### src/rtl/cm0_dap_dp_arb.sv
// Arbitrates two DP-side requesters onto the DP->AP 4-phase transfer channel,
// returning read data/error to the winner and bounding each transfer by timeout or host abort.
module cm0_dap_dp_arb #(
  parameter int unsigned TOUT_W = 8,
  parameter bit          FIXPRI = 1'b0
) (
  input  logic        swclktck,
  input  logic        dpreset_n,
  input  logic        req0_valid,
  input  logic        req0_rnw,
  input  logic [3:0]  req0_addr,
  input  logic [31:0] req0_wdata,
  output logic        req0_ready,
  output logic        req0_done,
  input  logic        req1_valid,
  input  logic        req1_rnw,
  input  logic [3:0]  req1_addr,
  input  logic [31:0] req1_wdata,
  output logic        req1_ready,
  output logic        req1_done,
  output logic [31:0] rsp_rdata,
  output logic        rsp_err,
  input  logic        abort_i,
  output logic        dp_req_o,
  output logic        dp_rnw_o,
  output logic [3:0]  dp_regaddr_o,
  output logic [31:0] dp_data_o,
  input  logic        ap_ack_i,
  input  logic [31:0] ap_data_i,
  input  logic        ap_err_i,
  output logic        tout_sticky_o
);

  localparam int unsigned ADDR_W = 4;
  localparam int unsigned DATA_W = 32;
  localparam logic [TOUT_W-1:0] CNT_MAX  = '1;
  // Counter becomes all-ones as the wait ends, bounding each wait to 2**TOUT_W-1 cycles.
  localparam logic [TOUT_W-1:0] CNT_LAST = CNT_MAX - TOUT_W'(1);

  typedef enum logic [2:0] {
    S_IDLE  = 3'd0,
    S_REQ   = 3'd1,
    S_REL   = 3'd2,
    S_RSP   = 3'd3,
    S_DRAIN = 3'd4
  } state_e;

  state_e              state_q, state_d;
  logic                winner_q, winner_d;
  logic                rr_q, rr_d;
  logic [TOUT_W-1:0]   cnt_q, cnt_d;
  logic                dp_req_q, dp_req_d;
  logic                dp_rnw_q, dp_rnw_d;
  logic [ADDR_W-1:0]   dp_addr_q, dp_addr_d;
  logic [DATA_W-1:0]   dp_data_q, dp_data_d;
  logic [DATA_W-1:0]   cap_data_q, cap_data_d;
  logic                cap_err_q, cap_err_d;
  logic                done0_q, done0_d;
  logic                done1_q, done1_d;
  logic [DATA_W-1:0]   rdata_q, rdata_d;
  logic                err_q, err_d;
  logic                sticky_q, sticky_d;

  logic                ready0_c, ready1_c;
  logic                pick1_c;
  logic                tout_hit_c;
  logic [TOUT_W-1:0]   cnt_inc_c;

  // Port 1 wins only when port 0 is absent or round-robin currently favours it.
  assign pick1_c    = req1_valid && (!req0_valid || (!FIXPRI && rr_q));
  assign tout_hit_c = (cnt_q == CNT_LAST);

  always_comb begin
    cnt_inc_c = (cnt_q == CNT_MAX) ? cnt_q : cnt_q + TOUT_W'(1);
  end

  always_comb begin
    state_d    = state_q;
    winner_d   = winner_q;
    rr_d       = rr_q;
    cnt_d      = cnt_q;
    dp_rnw_d   = dp_rnw_q;
    dp_addr_d  = dp_addr_q;
    dp_data_d  = dp_data_q;
    cap_data_d = cap_data_q;
    cap_err_d  = cap_err_q;
    sticky_d   = sticky_q;
    done0_d    = 1'b0;
    done1_d    = 1'b0;
    rdata_d    = '0;
    err_d      = 1'b0;
    ready0_c   = 1'b0;
    ready1_c   = 1'b0;

    case (state_q)
      S_IDLE: begin
        // A stale ack from an earlier transfer blocks new grants until it falls.
        if (!ap_ack_i && (req0_valid || req1_valid)) begin
          ready0_c   = !pick1_c;
          ready1_c   = pick1_c;
          winner_d   = pick1_c;
          dp_rnw_d   = pick1_c ? req1_rnw   : req0_rnw;
          dp_addr_d  = pick1_c ? req1_addr  : req0_addr;
          dp_data_d  = pick1_c ? req1_wdata : req0_wdata;
          cap_data_d = '0;
          cap_err_d  = 1'b0;
          cnt_d      = '0;
          state_d    = S_REQ;
        end
      end

      S_REQ: begin
        cnt_d = cnt_inc_c;
        if (abort_i || tout_hit_c) begin
          cap_data_d = '0;
          cap_err_d  = 1'b1;
          sticky_d   = sticky_q | tout_hit_c;
          cnt_d      = '0;
          state_d    = S_DRAIN;
        end else if (ap_ack_i) begin
          cap_data_d = ap_data_i;
          cap_err_d  = ap_err_i;
          cnt_d      = '0;
          state_d    = S_REL;
        end
      end

      S_REL: begin
        cnt_d = cnt_inc_c;
        if (abort_i || tout_hit_c) begin
          cap_data_d = '0;
          cap_err_d  = 1'b1;
          sticky_d   = sticky_q | tout_hit_c;
          cnt_d      = '0;
          state_d    = S_DRAIN;
        end else if (!ap_ack_i) begin
          state_d = S_RSP;
        end
      end

      S_DRAIN: begin
        cnt_d = cnt_inc_c;
        if (!ap_ack_i) begin
          state_d = S_RSP;
        end else if (tout_hit_c) begin
          sticky_d = 1'b1;
          state_d  = S_RSP;
        end
      end

      S_RSP: begin
        rr_d    = ~winner_q;
        state_d = S_IDLE;
      end

      default: begin
        state_d = S_IDLE;
      end
    endcase

    // Response outputs are registered so they are valid exactly during RSP.
    if (state_d == S_RSP) begin
      done0_d = !winner_d;
      done1_d = winner_d;
      err_d   = cap_err_d;
      rdata_d = (dp_rnw_q && !cap_err_d) ? cap_data_d : '0;
    end
  end

  assign dp_req_d = (state_d == S_REQ);

  always_ff @(posedge swclktck) begin
    if (!dpreset_n) begin
      state_q    <= S_IDLE;
      winner_q   <= 1'b0;
      rr_q       <= 1'b0;
      cnt_q      <= '0;
      dp_req_q   <= 1'b0;
      dp_rnw_q   <= 1'b0;
      dp_addr_q  <= '0;
      dp_data_q  <= '0;
      cap_data_q <= '0;
      cap_err_q  <= 1'b0;
      done0_q    <= 1'b0;
      done1_q    <= 1'b0;
      rdata_q    <= '0;
      err_q      <= 1'b0;
      sticky_q   <= 1'b0;
    end else begin
      state_q    <= state_d;
      winner_q   <= winner_d;
      rr_q       <= rr_d;
      cnt_q      <= cnt_d;
      dp_req_q   <= dp_req_d;
      dp_rnw_q   <= dp_rnw_d;
      dp_addr_q  <= dp_addr_d;
      dp_data_q  <= dp_data_d;
      cap_data_q <= cap_data_d;
      cap_err_q  <= cap_err_d;
      done0_q    <= done0_d;
      done1_q    <= done1_d;
      rdata_q    <= rdata_d;
      err_q      <= err_d;
      sticky_q   <= sticky_d;
    end
  end

  assign req0_ready    = ready0_c;
  assign req1_ready    = ready1_c;
  assign req0_done     = done0_q;
  assign req1_done     = done1_q;
  assign rsp_rdata     = rdata_q;
  assign rsp_err       = err_q;
  assign dp_req_o      = dp_req_q;
  assign dp_rnw_o      = dp_rnw_q;
  assign dp_regaddr_o  = dp_addr_q;
  assign dp_data_o     = dp_data_q;
  assign tout_sticky_o = sticky_q;

  // Channel payload must not move while the AP may be sampling it.
  a_payload_stable: assert property (@(posedge swclktck) disable iff (!dpreset_n)
    (dp_req_q && $past(dp_req_q)) |-> $stable({dp_rnw_q, dp_addr_q, dp_data_q}));

  a_done_onehot: assert property (@(posedge swclktck) disable iff (!dpreset_n)
    !(done0_q && done1_q));

  a_done_in_rsp: assert property (@(posedge swclktck) disable iff (!dpreset_n)
    (done0_q || done1_q) |-> (state_q == S_RSP));

endmodule

### config.mk
export PLATFORM = sky130hd
export DESIGN_NAME = cm0_dap_dp_arb
export DESIGN_NICKNAME = d
export VERILOG_FILES = /design/src/rtl/cm0_dap_dp_arb.sv
export SDC_FILE = /design/constraint.sdc
export NUM_CORES = 1
export LEC_CHECK = 0
export BUFFER_PORTS_ARGS = -buffer_cell sky130_fd_sc_hd__buf_2
export CORE_MARGIN = 3
export CORE_UTILIZATION = 49
export CTS_CLUSTER_DIAMETER = 50
export CTS_CLUSTER_SIZE = 40
export DETAILED_ROUTE_END_ITERATION = 10
export PLACE_DENSITY = 0.8
export SYNTH_ARGS = -nofsm -noshare
export SYNTH_HDL_FRONTEND = slang
export SYNTH_SLANG_ARGS = --single-unit
### constraint.sdc
create_clock -name swclktck -period 2.2 [get_ports swclktck]
set_input_delay 0.33 -clock swclktck [delete_from_list [all_inputs] [get_ports swclktck]]
set_output_delay 0.33 -clock swclktck [all_outputs]
set_load 0.05 [all_outputs]
## Word-level counts from Yosys, hierarchy flattened

Index checks and enable logic that the tools add are counted.

- Reduce and logical (&&, ||, !) cells: 20
- Div/mod/pow operators: 0
- Eq/ne operators: 12
- Mux-type cells: 37
- Shift operators: 0
- $lt $le $gt $ge: 0
- Add/subtract/negate cells: 1
- Multiply operators: 0
- Bitwise operators: 2

Operators with widths:

| cell | number |
|---|---|
| 32-bit 2-to-1 mux | 5 |
| 32-bit case mux with 3 select lines | 1 |
| 8-bit 2-to-1 mux | 5 |
| 8-bit case mux with 4 select lines | 1 |
| 3-bit 2-to-1 mux | 7 |
| 8-bit == test (second input constant) | 2 |
| 1-bit 2-to-1 mux | 14 |
| 3-bit case mux with 4 select lines | 1 |
| 3-bit by 2-bit == test with 1-bit output (second input constant) | 3 |
| 8-bit by 1-bit adder with 8-bit output (second input constant) | 1 |
| 3-bit by 1-bit == test with 1-bit output (second input constant) | 2 |
| 2-bit != test (second input constant) | 3 |
| 2-bit AND reduction | 3 |
| 1-bit logical NOT | 5 |
| 4-bit 2-to-1 mux | 1 |
| 4-bit AND reduction | 1 |
| 4-bit nonzero test | 1 |
| 3-bit == test (second input constant) | 1 |
| 1-bit logical AND | 3 |
| 3-bit logical NOT | 1 |
| 1-bit logical OR | 3 |
| 1-bit case mux with 3 select lines | 1 |
| 3-bit AND reduction | 1 |
| 2-bit by 1-bit != test with 1-bit output (second input constant) | 1 |
| 5 further kinds | 5 |

- Output and inout bits: 76
- Bits in read-only memories: 0
- Register bits: 120
- Memories: 0
- Input bits: 113
- RAM bits: 0
- Logic and storage cells: 87
- Bits in latches: 0

## Depth between registers and ports, before layout

Gate-level depths: netlist of the first run.

- Depth in word-level cells: 7
- Gate-level depth with buffers: 7
- Gate-level depth less buffers: 6

## Worst setup path before layout of the first run

No wires, ideal clock.

- Path kind: input to output
- From: input ap_ack_i
- To: output req0_ready
- Arrival time: 1974 ps
- Required time: 1870 ps
- Setup slack: -104 ps
- Path buffers: 0
- Cell stages on the path: 2
- Path through: or4_1 -> nor3_1

- Cells in the longest elaborated chain, start to end: 4

RTL lines:

| what | line | RTL |
|---|---|---|
| start, declared | 28 | `input logic ap_ack_i,` |
| 1-bit logical NOT | n/a |  |
| 1-bit logical AND | 98 | `if (!ap_ack_i && (req0_valid \|\| req1_valid)) begin` |
| 1-bit 2-to-1 mux | 98 |  |
| 1-bit 2-to-1 mux | 95 | `case (state_q)` |
| end, declared | 13 | `output logic req0_ready,` |

No other way between the ends.

## Worst setup path in the final report of the first run

- From: register state_q[1]
- To: register rdata_q[14] (netlist: rsp_rdata[14])

- Cells in the longest elaborated chain, start to end: 5
- Elaborated cells on any way between the ends: 18
- Classes of those cells: eq/ne (4); mux (10); reduce/logical (4)

RTL lines:

| what | line | RTL |
|---|---|---|
| start, declared | 48 | `state_e state_q, state_d;` |
| start signal, assigned | 190 | `state_q <= state_d;` |
| 3-bit 2-to-1 mux, or another cell as far along | 145 | `end else if (tout_hit_c) begin` |
| 3-bit 2-to-1 mux, or another cell as far along | 143 | `if (!ap_ack_i) begin` |
| 3-bit case mux with 4 select lines / 1-bit logical NOT (equally long branches) | 95, 166 |  |
| 3-bit by 2-bit == test with 1-bit output / 1-bit logical AND (equally long branches) | 162, 166 |  |
| 3-bit AND reduction (no source line) | n/a |  |
| end signal, assigned | 202 | `rdata_q <= rdata_d;` |
| end, declared | 60 | `logic [DATA_W-1:0] rdata_q, rdata_d;` |

Parallel ways exist; a longest one is shown, timed or not.
A chain may end at the register's enable or synchronous reset.

==> impl_results.md, run 1 <==
- Status: finished, final reports clean
- Setup_tns: 0 ns
- Initial core utilization: approximately 51%
- Max incr delay on CP: around 0.41 ns
- Max-cap viol count: 0
- Top Family by Delay on Critical Path: compound AO/OA/AOI/OAI gates
- Final wirelength: approximately 15000 um
- Row cnt: 36
- Routed length per instance: 17.8 um
- Power Density: approximately 850 nW/um^2
- Leakage: ~2.9 nW
- Synth Register Bits: 120
- Sink Count: between 100 and 150
- Detail Placement HPWL: 9360 um
- Worst slack, placed: -0.0324 ns
- Slew @ Worst Pin: between 0.8 and 0.9 ns
- Critical path class: reg -> reg
- Worst-path fanout max: 16
- Max IR drop VDD: between 500 and 600 uV
- CTS buffer count: 17
- Post-synth EDFFs: 0
- Cell taking the most area after synthesis: dfxtp_1
- IO Count: approximately 190
- WP buf/inv: 3
- FF-to-FF path depth: 7
- Fin area: ~7300 um^2
- Yosys warning count: 0
- Slew headroom: between 40% and 50%
- # diodes: 0
- Most used cell, CP: buf_4
- Post-synth top flop: dfxtp_1
- Final Hold Viols: 0
- Syn avg cell area: ~10 um^2
- Synth unique cells: 51
- Worst clock skew: 0.0112 ns
- Skew-Pair Late Insertion Delay: roughly 0.52 ns
- # fillers: roughly 730
- Initial antenna violation count: 0
- Multi-input logic area: roughly 2700 um^2
- Pre-antenna DRT Iters: 5
- Hold Path End: rsp_rdata[1]
- DIE WIDTH: roughly 110 um
- Final slew viol count: 0
- Critical R2R Launch: state_q[1]
- DR iter-0 viols: approximately 310
- Clock period minus final worst setup slack: 2.20 ns
- Layout cells sized above 1: 42.5%
- Crit path DAT: around 2.6 ns
- Syn Nets: a little over 600
- Synth-to-Final Area Change: 44.2%
- FF-to-FF End: rsp_rdata[14]
- Final nets: 817
- Final ANT Viol Nets: 0
- CTS tree: built
- Final worst slack: 0.00409 ns
- Max Fclk: about 0.46 GHz
- Synth Instances: around 510
- GPL Wtd Cong: between 0.8 and 0.9
- Area after DPL: about 6000 um^2
- RSZ-0062 raised after global routing: yes
- Post-Syn Area: 5060 um^2
- Hold wc startpoint: ap_data_i[1]
- Final setup fails: 0
- Worst Setup End Kind: register
- Die ar.: around 12000 um^2
- Hold Crit Depth: 3
- DR vias: ~4800
- Synth top area cells: dfxtp_1 47%, a2111oi_2 8.6%, mux2i_1 7.5%
- Clock slew at reported path FFs: around 0.060 ns
- CP Data Required Time: ~2.6 ns
- Cell chain of the critical path: buf_4 > or3b_1 > a221oi_4 > buf_4 > clkbuf_16 > o21ai_1 > a2111oi_2
- CTS Buffer Depth: 2
- Largest net degree at the start of global routing: 73
- Via density: between 5 and 6
- DRC violations left: 0
- Tot Pwr: 6.22 mW
- Post-synth ARST share: 0%
- CTS root buf: clkbuf_8
- Area of the core: between 9000 and 10000 um^2
- Total GRT Usage: between 20% and 30%
- FF-to-FF setup slack: 0.004 ns
- H-tree depth: 4
- Hold crit path type: in -> reg
- Global-route wire length before repair: around 21000 um
- Total congestion overflow: 0
- Synth top area share: 47.5%
- Register area share after synthesis: approximately 47%
- CTS Hold Buffers Added: 0
- Vias in the first global route: 4553
- Crit-path slowest cell: or3b_1
- Port Buffer Count: ~190
- Seq. cell area: roughly 2400 um^2
- Part of the cycle the worst path needs: 99.8%
- Die Span Y: roughly 110 um
- Startpoint types: register
## worst register-to-register path, cell delays in order (launching register included)
cell	delay (ns)
dfxtp_4	0.37
buf_4	0.15
or3b_1	0.41
a221oi_4	0.29
buf_4	0.18
clkbuf_16	0.18
o21ai_1	0.11
a2111oi_2	0.40
## power by group
part           internal (mW)  switching (mW)
clock                   1.76           0.979
combinational          0.369           0.793
sequential              2.27          0.0514
## area by class of cell
class | instances | share of cell area [%]
tap | 133 | 2.28
sequential | 120 | 33.0
multi-input combinational | 333 | 37.4
clock buffer | 21 | 6.02
timing repair buffer | 222 | 18.9
inverter | 8 | 0.412
clock inverter | 11 | 2.02
## worst max-delay path by stage
stage	startpoint	end	slack, ns	cells after the start
final	state_q[1]	rsp_rdata[14]	0.004	7
after global routing	cnt_q[0]	rsp_rdata[13]	-0.07	7
after CTS	state_q[1]	req1_ready	-0.0004	4
after detailed placement	cnt_q[0]	rsp_rdata[23]	-0.03	7
after global placement	cnt_q[0]	rsp_rdata[24]	0.06	7
after floorplan	ap_ack_i	req1_ready	0.12	4
## cells in the mapped netlist (2+ instances only)
| master | instances |
|---|---|
| buf_6 | 6 |
| a41oi_1 | 3 |
| nand2_1 | 35 |
| a21o_1 | 2 |
| nand3_1 | 6 |
| nand2b_1 | 2 |
| buf_4 | 2 |
| mux2i_1 | 38 |
| a21oi_1 | 40 |
| buf_1 | 2 |
| and3_1 | 2 |
| o21a_1 | 2 |
| a311oi_1 | 3 |
| nor4_1 | 2 |
| buf_2 | 18 |
| nor2_1 | 47 |
| dfxtp_1 | 120 |
| a31oi_1 | 2 |
| clkbuf_1 | 16 |
| ha_1 | 2 |
| o21ai_0 | 6 |
| and2_1 | 3 |
| a31o_2 | 2 |
| a211oi_1 | 40 |
| o21ai_1 | 30 |
| a2111oi_1 | 3 |
| a2111oi_2 | 29 |
| nor2b_1 | 6 |
| inv_1 | 7 |
| nand4_1 | 3 |
| nor3_1 | 6 |
## cell usage in the layout, fill, tap and decap left out, types with 3 or more instances in the layout
cell type / n
buf_2: 186
dfxtp_1: 118
nor2_1: 46
a21oi_1: 40
a211oi_1: 40
mux2i_1: 38
nand2_1: 35
o21ai_1: 31
a2111oi_4: 23
buf_4: 22
clkbuf_16: 21
a2111oi_2: 10
inv_1: 6
nor2b_1: 6
nand3_1: 6
buf_12: 6
o21ai_0: 5
nor3_1: 5
nand4_1: 3
a41oi_1: 3
a311oi_1: 3
bufinv_16: 3
clkinv_4: 3
clkbuf_1: 3
clkinv_2: 3
## per-stage QoR
| step | cells | hold WS, ns | util (%) |
|---|---|---|---|
| floorplan | 505 | 0.430 | - |
| global placement | 801 | 0.460 | 62.2 |
| detailed placement | 801 | 0.477 | 62.2 |
| CTS | 834 | 0.0726 | 68.4 |
| global route | 848 | 0.0989 | 73.6 |
| finish | 848 | 0.110 | 73.6 |
## cell families after synthesis
| group | Yosys count | synth area share, % |
|---|---|---|
| multiplexers | 38 | 7.52 |
| flip-flops | 120 | 47.5 |
| AO/OA/AOI/OAI | 172 | 28.1 |
| buffers and inverters | 52 | 5.34 |
| adder cells (fa/ha/maj) | 3 | 0.692 |
| AND/OR/NAND/NOR | 119 | 10.7 |
| XOR/XNOR | 1 | 0.173 |
## per-layer routing
metal / track usage (%) / wire [um] / vias up
met5: 0 / 0 / -
li1: - / - / 2282
met1: 26.7 / 5820 / 2285
met4: 8.75 / 277 / 0
met2: 39.9 / 7760 / 230
met3: 7.02 / 1240 / 22
## registers in the layout (all words and copies together) (netlist names), 3 cells and up
register / count
state_q: 3
cap_data_q: 32
cnt_q: 8
dp_regaddr_o: 4
rsp_rdata: 32
dp_data_o: 32
## timing repair
item | in CTS | in global routing
pin swaps | 2 | 8
cloned | 0 | 5
resized for setup | 9 | 38
buffers inserted | 1 | 9
endpoints found under the setup margin | 5 | 35
Power figures use the tool's default switching activity.
==> run 2: changes to the inputs <==
- ABC_AREA: unset -> 1
==> impl_results.md, run 2 <==
- Status: finished, final reports clean
- Max-cap viol count: 0
- H-tree depth: 4
- Commonest non-fill, non-tap cell in the layout: nand2_1
- Max IR drop VDD: between 500 and 600 uV
- Tot Pwr: 5.58 mW
- Fin util: between 60% and 70%
- Post-synth EDFFs: 0
- Cell with the most instances after synthesis: nand2_1
- DR iter-0 viols: around 270
- Max Fclk: 0.477 GHz
- Synth-to-Final Area Change: 32.6%
- Skew-Pair Late Insertion Delay: around 0.51 ns
- Hold crit path type: in -> reg
- CTS tree: built
- Post-Syn Area: 4870 um^2
- Leakage: 2.92 nW
- RSZ-0062 raised after global routing: no
- Area of the core: 9460 um^2
- Die ar.: 11200 um^2
- Synth Register Bits: between 100 and 150
- Yosys warning count: 0
- Pre-antenna DRT Iters: 5
- Top Family by Delay on Critical Path: simple AND/OR/NAND/NOR gates
- Vias in the first global route: roughly 5000
- Layout cells sized above 1: between 20% and 30%
- Synth top area cells: dfxtp_1 49%, nand2_1 15%, nor2_1 11%
- CTS buffer count: 17
- Crit path DAT: between 1.5 and 2 ns
- Post-synth ARST share: 0%
- Largest net degree at the start of global routing: 38
- CTS Buffer Depth: 2
- Slew headroom: a little over two thirds
- Final nets: approximately 980
- Startpoint types: register
- CP Data Required Time: roughly 1.9 ns
- Worst clock skew: slightly above 0.009 ns
- Worst-path fanout max: 6
- Post-synth top flop: dfxtp_1
- Crit-path slowest cell: dfxtp_1
- DRC violations left: 0
- Row cnt: 35
- Worst Setup End Kind: output pin
- Global-route wire length before repair: 22100 um
- Clock slew at reported path FFs: ~0.06 ns
- Synth unique cells: 26
- Syn avg cell area: around 7.2 um^2
- Initial core utilization: around half
- Final setup fails: 0
- Final Hold Viols: 0
- Post-route insts no fill: 1010
- Synth Instances: approximately 680
- Final wirelength: about 13000 um
- Max incr delay on CP: about 0.35 ns
- Sink Count: between 100 and 150
- Via density: around 5.0
- IO Count: 189
- Register area share after synthesis: 49.3%
- Total GRT Usage: 24.1%
- Total congestion overflow: 0
- WP buf/inv: 2
- Final slew viol count: 0
- Die Span Y: around 110 um
- Initial antenna violation count: 1
- Power Density: around 860 nW/um^2
- Detail Placement HPWL: 9740 um
- DP Cell Count: between 900 and 1000
- Leading cell types in the layout, fill and taps excluded: 189 x nand2_1, 186 x buf_2, 137 x nor2_1
- WHS: about 0.08 ns
- CTS root buf: clkbuf_8
- Final ANT Viol Nets: 0
- Final worst slack: approximately 0.1 ns
- Cell chain of the critical path: nor2_1 > inv_2 > nor2_2 > nand2_2 > nor2_4 > buf_4
- GPL Wtd Cong: around 0.87
- Routed length per instance: 13.2 um
- Worst slack, placed: about 0.37 ns
- Synth top area share: 49.3%
- Cell taking the most area after synthesis: dfxtp_1
- Slew @ Worst Pin: about 0.46 ns
- DIE WIDTH: 106 um
- DR vias: around 5000
- Port Buffer Count: roughly 190
- Critical path class: reg -> out
- Top post-synthesis cells by count: 190 x nand2_1, 139 x nor2_1, 120 x dfxtp_1, 57 x inv_1, 38 x a31oi_1
- Syn Nets: about 800
- Part of the cycle the worst path needs: between 90% and 100%
- CTS Hold Buffers Added: 0
- Clock period minus final worst setup slack: approximately 2.1 ns
==> run 2: what timing repair did <==
item / CTS / global route
endpoints found under the setup margin: 2 / 2
setup buffers: 0 / 0
pin swaps: 0 / 0
gates resized for setup: 2 / 3
==> run 2: power breakdown <==
part	internal, mW	leakage, nW	switching (mW)
combinational	0.240	1.69	0.557
sequential	2.25	0.973	0.0500
clock	1.52	0.257	0.965
total	4.01	2.92	1.57
==> run 2: metal layers <==
| metal | global-route usage [%] | up-vias | part of all wire [%] |
|---|---|---|---|
| li1 | - | 2503 | - |
| met2 | 40.3 | 235 | 49 |
| met3 | 6.67 | 24 | 8.2 |
| met4 | 10.3 | 0 | 2.4 |
| met5 | 0 | - | 0 |
| met1 | 29.1 | 2260 | 41 |
==> run 2: cells by family after synthesis <==
kind of cell / count (synthesis) / share of synthesized area (%)
AOI/OAI and AO/OA: 89 / 10.6
DFF: 120 / 49.3
and+or+nand+nor: 376 / 31.2
xor gates and xnor gates: 1 / 0.180
adders and majority gates: 2 / 0.513
buffers and inverters: 91 / 8.26
==> run 2: tightest hold or removal path, delay by kind of cell <==
family                 cells  cell delay [ns]
and+or+nand+nor            1             0.05
buffers and inverters      1             0.09
AOI/OAI and AO/OA          1             0.06
==> run 2: worst paths after layout <==
path,startpoint,end,slack (ns),cells after the start
hold / removal,req1_wdata[15],dp_data_o[15],0.08,3
hold reg to reg,tout_sticky_o,tout_sticky_o,0.45,2
setup / recovery,state_q[1],req1_ready,0.10,6
setup reg to reg,cnt_q[0],rsp_rdata[14],0.36,12
==> run 2: cell type report <==
type | instances | area, um^2
flip-flops and latches | 120 | 2400
repair buffers | 202 | 1050
well taps | 129 | 161
fillers | 779 | 3000
multi-input cells | 468 | 2090
clock inverters | 11 | 103
clock buffers | 20 | 435
diodes | 1 | 2.50
inverters | 59 | 221
==> run 2: per-stage QoR <==
| step | setup TNS, ns | cell area [um^2] |
|---|---|---|
| global route | 0 | 6460 |
| detailed placement | 0 | 5910 |
| CTS | -0.0243 | 6450 |
| global placement | 0 | 5910 |
| floorplan | 0 | 4870 |
| finish | 0 | 6460 |
==> run 3: changes to the inputs <==
- REMOVE_ABC_BUFFERS: unset -> 1
==> impl_results.md, run 3 (synthesis gave the netlist of run 2 again) <==
- Status: finished, final reports clean
- Sink Count: 120
- Area of the core: about 9500 um^2
- Slew @ Worst Pin: around 0.42 ns
- Part of the cycle the worst path needs: 94.3%
- Hold crit path type: in -> reg
- DIE WIDTH: between 100 and 150 um
- CTS Buffer Depth: 2
- Max IR drop VDD: 553 uV
- # fillers: just under 800
- H-tree depth: 4
- Int Pwr: about 4.3 mW
- FF-to-FF path depth: 12
- Clock slew at reported path FFs: about 0.060 ns
- Final Hold Viols: 0
- Hold Crit Depth: 3
- CTS root buf: clkbuf_8
- Commonest non-fill, non-tap cell in the layout: nand2_1
- Worst Setup End Kind: output pin
- DR iter-0 viols: around 300
- Clk network pwr share: between 40 and 50%
- Die Span Y: roughly 110 um
- Die ar.: ~11000 um^2
- Worst-path fanout max: 6
- DR vias: around 5000
- Synth-to-Final Area Change: 34.4%
- P_sw: 1.61 mW
- Skew-Pair Late Insertion Delay: just over 0.5 ns
- Fin util: 69.3%
- FF-to-FF setup slack: ~0.37 ns
- Multi-input logic area: ~2100 um^2
- Row cnt: 35
- Sequential share of power: between 30% and 40%
- Setup Fix Bufs, Post-CTS: 0
- IO Count: 189
- Initial core utilization: 51.5%
- Via density: ~4.9
- Largest net degree at the start of global routing: 76
- Final ANT Viol Nets: 0
- Startpoint types: register
- Total congestion overflow: 0
- GPL Wtd Cong: approximately 0.95
- Slew headroom: between 70% and 80%
- Final setup fails: 0
- DRC violations left: 0
- Detail Placement HPWL: just under 10000 um
- Max-cap viol count: 0
- CTS buffer count: 17
- CTS tree: built
- Routed length per instance: roughly 14 um
- Initial antenna violation count: 1
- Total GRT Usage: between 20% and 30%
- Pre-antenna DRT Iters: 4
- Power Density: ~910 nW/um^2
- Worst clock skew: approximately 0.0069 ns
- Critical R2R Launch: cnt_q[0]
- Global-route wire length before repair: between 20000 and 25000 um
- FF-to-FF End: rsp_rdata[7]
- Leakage: a little under 3 nW
- Worst setup path endpoint: req1_ready
- Comb power frac: a little over an eighth
- Seq. cell area: approximately 2400 um^2
- CTS Hold Buffers Added: 0
- Final slew viol count: 0
- Crit path launch: state_q[1]
- Sw Share: a little over a quarter
- Max Fclk: slightly below 0.5 GHz
- Vias in the first global route: 4855
- Crit path DAT: approximately 1.7 ns
- Clock period minus final worst setup slack: approximately 2.1 ns
- RSZ-0062 raised after global routing: no
- Critical path class: reg -> out
- Port Buffer Count: about 190
- Final nets: 982
- Final wirelength: roughly 14000 um
- Layout cells sized above 1: 28.1%
- Tot Pwr: 5.95 mW
- CP Data Required Time: around 1.9 ns
- Leading cell types in the layout, fill and taps excluded: 190 x nand2_1, 186 x buf_2, 136 x nor2_1
[run 3: worst min-delay path by stage]
stage                        start       endpoint
detailed placement        winner_q           rr_q
CTS                 req1_wdata[14]  dp_data_o[14]
floorplan                 winner_q           rr_q
global placement          winner_q           rr_q
global route        req1_wdata[30]  dp_data_o[30]
finish              req1_wdata[14]  dp_data_o[14]
[run 3: power groups by stage]
stage	clock [mW]	combinational, mW	sequential, mW
after global placement	0	0.778	2.34
after floorplan	0	0.316	2.53
final	2.85	0.800	2.31
after global routing	3.00	0.871	2.32
after CTS	2.89	0.799	2.30
after detailed placement	0	0.794	2.35
[run 3: cell type report]
| type | count | share of cell area [%] |
|---|---|---|
| Sequential cell | 120 | 36.7 |
| Multi-Input combinational cell | 468 | 31.8 |
| Timing Repair Buffer | 201 | 16.2 |
| Clock buffer | 18 | 6.38 |
| Inverter | 59 | 3.38 |
| Clock inverter | 14 | 3.04 |
| Tap cell | 129 | 2.46 |
| Antenna cell | 1 | 0.0382 |
[run 3: layer usage]
metal  share of wire (%)  track usage (%)
met5                   0                0
met1                  41             29.1
met4                 3.2             11.9
met2                  48             41.1
met3                 7.9             8.21
[run 3: critical path: stages (launching register included)]
cell and delay, ns:
dfxtp_1 0.36, nor2_2 0.16, inv_2 0.05, nor2_2 0.11, nand2_1 0.16, nor2_4 0.22
buf_6 0.18
[run 3: repair_timing]
| item | in CTS | in global routing |
|---|---|---|
| resized for setup | 2 | 5 |
| cloned | 0 | 0 |
| endpoints found under the setup margin | 1 | 2 |
| pin swaps | 0 | 1 |
| endpoints found under the hold margin | 0 | 0 |
[run 3: stage by stage]
stage / TNS, ns / hold slack, ns / area, um^2 / std cells / worst slack [ns]
global route: 0 / 0.0696 / 6550 / 1010 / 0.0113
floorplan: -56.21 / 0.405 / 4690 / 647 / -1.42
global placement: 0 / 0.417 / 5910 / 977 / 0.460
detailed placement: 0 / 0.439 / 5910 / 977 / 0.391
CTS: 0 / 0.0608 / 6540 / 1009 / 0.00111
finish: 0 / 0.0785 / 6550 / 1010 / 0.125
